$ cat config.mk
export PLATFORM = sky130hd
export DESIGN_NAME = hazard_control_unit
export DESIGN_NICKNAME = d
export VERILOG_FILES = /design/src/rtl/hazard_control_unit.sv
export SDC_FILE = /design/constraint.sdc
export NUM_CORES = 1
export LEC_CHECK = 0
export BUFFER_PORTS_ARGS = -buffer_cell sky130_fd_sc_hd__buf_2
export CAP_MARGIN = 20
export CORE_UTILIZATION = 42
export DETAILED_ROUTE_END_ITERATION = 8
export PLACE_DENSITY = 0.83
export SLEW_MARGIN = 15
export SYNTH_ARGS = -nofsm -noshare
export SYNTH_HDL_FRONTEND = slang
export SYNTH_SLANG_ARGS = --single-unit
$ cat constraint.sdc
create_clock -name clk_i -period 3.95 [get_ports clk_i]
set_clock_uncertainty 0.15 [all_clocks]
set_input_delay 0.395 -clock clk_i [delete_from_list [all_inputs] [get_ports clk_i]]
set_output_delay 0.395 -clock clk_i [all_outputs]
set_load 0.03 [all_outputs]
$ cat src/rtl/hazard_control_unit.sv
// rtl/hazard_control_unit.sv - load-use / multi-cycle multiply / branch-flush pipeline hazard control
// Optional stall-cycle performance counter enabled by defining HAZARD_CTRL_PERF_CNT_EN.
module hazard_control_unit #(
  parameter int MUL_LATENCY = 4
) (
  input  logic        clk_i,
  input  logic        rst_i,
  input  logic [4:0]  IF_ID_RsAddr_i,
  input  logic [4:0]  IF_ID_RtAddr_i,
  input  logic        ID_EX_MemRead_i,
  input  logic [4:0]  ID_EX_RtAddr_i,
  input  logic        ID_IsMul_i,
  input  logic        Branch_Taken_i,
  output logic        PCWrite_o,
  output logic        IF_ID_Write_o,
  output logic        IF_ID_Flush_o,
  output logic        ID_EX_Bubble_o,
  output logic        Mul_Start_o,
  output logic        Mul_Busy_o,
  output logic [15:0] Stall_Cnt_o
);

  localparam logic [0:0] ST_RUN      = 1'b0;
  localparam logic [0:0] ST_MUL_WAIT = 1'b1;
  localparam logic [3:0] CNT_INIT    = 4'(MUL_LATENCY - 2);

  logic [0:0] state_q, state_d;
  logic [3:0] cnt_q, cnt_d;
  logic       load_use;
  logic       stall;
  logic       flush;
  logic       start;

  always_comb begin
    load_use = ID_EX_MemRead_i && (ID_EX_RtAddr_i != 5'd0) &&
               ((ID_EX_RtAddr_i == IF_ID_RsAddr_i) || (ID_EX_RtAddr_i == IF_ID_RtAddr_i));
  end

  // Priority: load-use stall, then multiply start, then branch flush.
  always_comb begin
    state_d = state_q;
    cnt_d   = cnt_q;
    stall   = 1'b0;
    flush   = 1'b0;
    start   = 1'b0;
    case (state_q)
      ST_RUN: begin
        if (load_use) begin
          stall = 1'b1;
        end else if (ID_IsMul_i) begin
          stall   = 1'b1;
          start   = 1'b1;
          cnt_d   = CNT_INIT;
          state_d = ST_MUL_WAIT;
        end else begin
          flush = Branch_Taken_i;
        end
      end
      ST_MUL_WAIT: begin
        if (cnt_q != 4'd0) begin
          stall = 1'b1;
          cnt_d = cnt_q - 4'd1;
        end else begin
          state_d = ST_RUN;
        end
      end
      default: state_d = ST_RUN;
    endcase
  end

  always_ff @(posedge clk_i or negedge rst_i) begin
    if (!rst_i) begin
      state_q <= ST_RUN;
      cnt_q   <= 4'd0;
    end else begin
      state_q <= state_d;
      cnt_q   <= cnt_d;
    end
  end

  // Outputs are forced to their reset values combinationally while rst_i is low.
  always_comb begin
    PCWrite_o      = rst_i && !stall;
    IF_ID_Write_o  = rst_i && !stall;
    ID_EX_Bubble_o = !rst_i || stall;
    IF_ID_Flush_o  = rst_i && flush;
    Mul_Start_o    = rst_i && start;
    Mul_Busy_o     = rst_i && (state_q == ST_MUL_WAIT) && (cnt_q != 4'd0);
  end

`ifdef HAZARD_CTRL_PERF_CNT_EN
  logic [15:0] stall_cnt_q, stall_cnt_d;

  always_comb begin
    stall_cnt_d = stall_cnt_q;
    if (stall && (stall_cnt_q != 16'hFFFF)) begin
      stall_cnt_d = stall_cnt_q + 16'd1;
    end
  end

  always_ff @(posedge clk_i or negedge rst_i) begin
    if (!rst_i) begin
      stall_cnt_q <= 16'h0000;
    end else begin
      stall_cnt_q <= stall_cnt_d;
    end
  end

  assign Stall_Cnt_o = stall_cnt_q;
`else
  assign Stall_Cnt_o = 16'h0000;
`endif

endmodule

Word-level counts from Yosys, hierarchy flattened
Index checks and enable logic that the tools add are counted.
W data, S select, Z words.
{ "totals": {"regBits": 5} }
{ "classes": {"add_sub_neg": 1, "eq_ne": 5, "mux": 14, "bitwise": 1, "reduce_logical": 14} }
{ "ops": {"columns": ["op", "count"], "rows": [
  ["$mux W4", 3],
  ["$eq A5 B5 Y1", 2],
  ["$mux W1", 8],
  ["$pmux W4 S2", 1],
  ["$logic_and A1 B1 Y1", 7],
  ["$reduce_bool A5 Y1", 1],
  ["$ne A2 B2 Y1 const B", 2],
  ["$pmux W1 S2", 2],
  ["$reduce_bool A4 Y1", 1],
  ["$sub A4 B1 Y4 const B", 1],
  ["$reduce_and A3 Y1", 1],
  ["$logic_not A1 Y1", 2],
  ["$logic_or A1 B1 Y1", 2],
  ["$ne A2 B1 Y1 const B", 1],
  ["$not A1 Y1", 1]
]} }

Longest topological paths before layout
{ "logic_depth": {"word_depth": 7, "mapped_depth": 7, "ltp_nobuf": 7} }

Worst setup path before layout
OpenSTA, ideal clock, no wires.
{ "synth_timing": {"path_kind": "in2out", "from": "input ID_EX_RtAddr_i[1]", "to": "output PCWrite_o", "arrival_time_ps": 2382, "required_time_ps": 3405, "setup_slack_ps": 1023, "cell_stages": 5, "path_cell_list": "or4_1 > o21a_1 > and2_4 > o31ai_1 > buf_4"} }
{ "synth_between": {"elab_chain_len": 7, "word_cells_on_any_way": 10} }
{ "synth_rtl": {"columns": ["element", "line_no", "source"], "rows": [
  ["from (decl)", "11", "input logic [4:0] ID_EX_RtAddr_i,"],
  ["$eq A5 B5 Y1 or $reduce_bool A5 Y1 (tied branches)", "36, 35", null],
  ["$logic_or A1 B1 Y1 or $logic_and A1 B1 Y1 (tied branches)", "36, 35", null],
  ["$logic_and A1 B1 Y1 *", "35", "load_use = ID_EX_MemRead_i && (ID_EX_RtAddr_i != 5'd0) &&"],
  ["$mux W1 *", "48", "if (load_use) begin"],
  ["$pmux W1 S2 *", "46", "case (state_q)"],
  ["$logic_not A1 Y1 *", null, null],
  ["$logic_and A1 B1 Y1 *", null, null],
  ["to (decl)", "14", "output logic PCWrite_o,"]
]} }
Mark *: on every way between the ends. The rest lies on a longest branch, timed or not.

Final worst setup path
{ "layout_timing": {"from": "register cnt_q[0]", "to": "output IF_ID_Write_o"} }
{ "layout_between": {"elab_chain_len": 5} }
{ "layout_rtl": {"columns": ["element", "line_no", "source"], "rows": [
  ["from (decl)", "28", "logic [3:0] cnt_q, cnt_d;"],
  ["from (signal assigned)", "77", "cnt_q <= cnt_d;"],
  ["$reduce_bool A4 Y1", "60", "if (cnt_q != 4'd0) begin"],
  ["$mux W1", "60", null],
  ["$pmux W1 S2", "46", null],
  ["$logic_not A1 Y1", "84", "IF_ID_Write_o = rst_i && !stall;"],
  ["$logic_and A1 B1 Y1", "84", null],
  ["to (decl)", "15", "output logic IF_ID_Write_o,"]
]} }
Every way passes these cells.

==> impl_metrics.json <==
{
  "antennaDiodeCount": 0,
  "p_switching_w": 0.000190,
  "hold_class": "register to register",
  "rsz0062_at_grt": "false",
  "synth_area_leaders": "buf_4 (22%), dfrtp_1 (22%), xnor2_1 (15%)",
  "post-route-period-util_pct": 66.0,
  "cts_max_level": 1,
  "finalSetupViolCount": 0,
  "viasPerCell": 4.55,
  "postCtsSetupBuffers": 0,
  "fmax_mhz": 383,
  "clock_sinks": 5,
  "max_cap_viol_count": 0,
  "drc_errors": 0,
  "die_area_um2": 1510,
  "ios": 42,
  "ys_top_cells_by_count": "buf_4 (17), xnor2_1 (10), nand2_1 (8), dfrtp_1 (5)",
  "grtUsageTotal_pct": 16.5,
  "fillers": 123,
  "crit_type": "register to output port",
  "first_global_vias": 425,
  "dp_hpwl_um": 969,
  "worst_ep_required_time_ns": 3.40,
  "seqPwrFrac_pct": 26.0,
  "drive_above_1_share_pct": 31.0,
  "yosys_warnings": 0,
  "synth_seq_cells": 5,
  "pwr-share-comb_pct": 59.3,
  "crit_fanout": 7,
  "synth_top_area_share_pct": 22.3,
  "cts_inserted_buffers": 3,
  "wl_um": 1070,
  "hold_viol": 0,
  "cp-start-kind": "register",
  "status": "finished, final reports clean",
  "grt_max_degree": 11,
  "cp-end-kind": "output port",
  "arrival_ns": 2.06,
  "overflow": 0,
  "grt_pass1_wl_um": 1590,
  "num_rows": 12,
  "yosys_most_used_dff": "dfrtp_1",
  "power.internal_w": 0.000196,
  "ir_drop_mv": 0.226,
  "tns_ns": 0,
  "die_w_um": 38.9,
  "power.share.clock_pct": 14.7,
  "yosysMostFrequentCell": "buf_4",
  "cts.clk_slew.worst_paths_ns": 0.04,
  "firstDrtPassIters": 4,
  "initial_core_util_pct": 48.2,
  "yosysSeqAreaShare_pct": 21.9,
  "p_per_area_nw_per_um2": 569,
  "core_area_um2": 1190,
  "cts_max_path_buffers": 2,
  "synth_edf_count": 0,
  "place_congestion": 0.667,
  "first_iter_violations": 6,
  "hold_buffers": 1,
  "vias": 519,
  "syn2layout_area_growth_pct": 18.8,
  "drtAntennaViolNets": 0,
  "port_buffers": 25,
  "avgSynthCellArea_um2": 7.94,
  "timing.hold.ws_ns": 0.368,
  "maxSlewViolCount": 0,
  "cts_resized": 0,
  "yosys.area.top_type": "buf_4",
  "antenna_found_initial": 0,
  "async_flop_share_pct": 100,
  "wire_per_inst_um": 9.40,
  "cts-root-buf": "clkbuf_4",
  "period_needed_ns": 2.61,
  "synthCells": 72,
  "post_synth_instance_area_um2": 572,
  "layout.nets": 122,
  "cts_tree": "yes",
  "synth_cell_types": 24,
  "leakage_nw": 0.346,
  "netSwitchingFraction_pct": 49.3,
  "clk_latency_ns": 0.23,
  "die_y_um": 38.9
}
[layout by cell type (no fill, tap or decap), drive strengths merged]
cell type | synthesis | routed
clkbuf | 0 | 4
o21ai | 6 | 6
nand3 | 4 | 4
dfrtp | 5 | 5
a21oi | 1 | 1
o31a | 1 | 1
xnor2 | 10 | 10
dlygate4sd3 | 0 | 1
nand2b | 2 | 2
nor4b | 1 | 1
nor2 | 2 | 2
a211o | 1 | 1
nor4 | 1 | 1
nand2 | 8 | 8
buf | 17 | 25
o31ai | 1 | 1
inv | 3 | 3
and2 | 3 | 3
o22ai | 1 | 1
conb | 1 | 16
o21a | 1 | 1
nor2b | 1 | 1
or4 | 1 | 1
ha | 1 | 1
[cell type report]
cell class              instances  area [um2]  area share [%]
multi-input cells              62         364            53.6
repair buffers                 26         135            19.9
flip-flops and latches          5         125            18.4
clock buffers                   4        26.3            3.87
well taps                      14        17.5            2.58
inverters                       3        11.3            1.66
[sequential cells by signal (all words and copies together), names as in the netlist]
name     cells
state_q      1
cnt_q        4
[path summary, 6_finish.rpt]
| kind | from | endpoint | slack (ns) | depth (start not counted) |
|---|---|---|---|---|
| setup / recovery | cnt_q[0] | IF_ID_Write_o | 1.34 | 7 |
| hold / removal | cnt_q[1] | cnt_q[1] | 0.37 | 1 |
| setup reg to reg | cnt_q[0] | cnt_q[1] | 2.28 | 6 |
| hold reg to reg | cnt_q[1] | cnt_q[1] | 0.37 | 1 |
| max in group asynchronous | rst_i | cnt_q[3] | 3.10 | 2 |
| min in group asynchronous | rst_i | cnt_q[0] | 0.39 | 2 |
[routing by layer]
layer / track usage [%] / share of wire, % / vias to the layer above
met3: 3.47 / 5.7 / 0
met5: 0 / 0 / -
met2: 33.3 / 60 / 28
met4: 12.9 / 0 / 0
li1: - / - / 262
met1: 12.7 / 34 / 229
[worst max-delay path: stages, from the launching register on]
cell,delay (ns)
dfrtp_1,0.39
inv_1,0.08
ha_1,0.19
nand2b_1,0.07
o21ai_1,0.38
nand2_1,0.14
o31ai_1,0.32
buf_2,0.26
[stage by stage]
step                      instances  utilization [%]  worst slack, ns  power (W)  instance area (um2)
after floorplan                  87                -             1.02   0.000289                  628
after global placement          109             54.2             1.55   0.000320                  643
after detailed placement        109             54.2             1.46   0.000328                  643
after CTS                       114             57.3             1.37   0.000387                  679
after global routing            114             57.3             1.15   0.000422                  679
final                           114             57.3             1.34   0.000386                  679
[cells by family (layout without fill, tap and decap cells)]
family | Yosys count | in the layout | synth area share [%]
buf+inv | 20 | 33 | 24.3
flops | 5 | 5 | 21.9
other cells | 1 | 16 | 0.656
simple gates | 23 | 23 | 22.1
fa+ha+maj | 1 | 1 | 2.19
xor+xnor | 10 | 10 | 15.3
compound gates | 12 | 12 | 13.6
[power by group through the flow]
stage | Combinational (W) | Clock, W | Sequential (W)
global route | 0.000255 | 0.0000622 | 0.000105
detailed placement | 0.000228 | 0 | 0.0000999
finish | 0.000229 | 0.0000568 | 0.000100
global placement | 0.000222 | 0 | 0.0000986
floorplan | 0.000195 | 0 | 0.0000936
CTS | 0.000230 | 0.0000581 | 0.0000992
No activity file was read; power rests on OpenSTA's default activity.
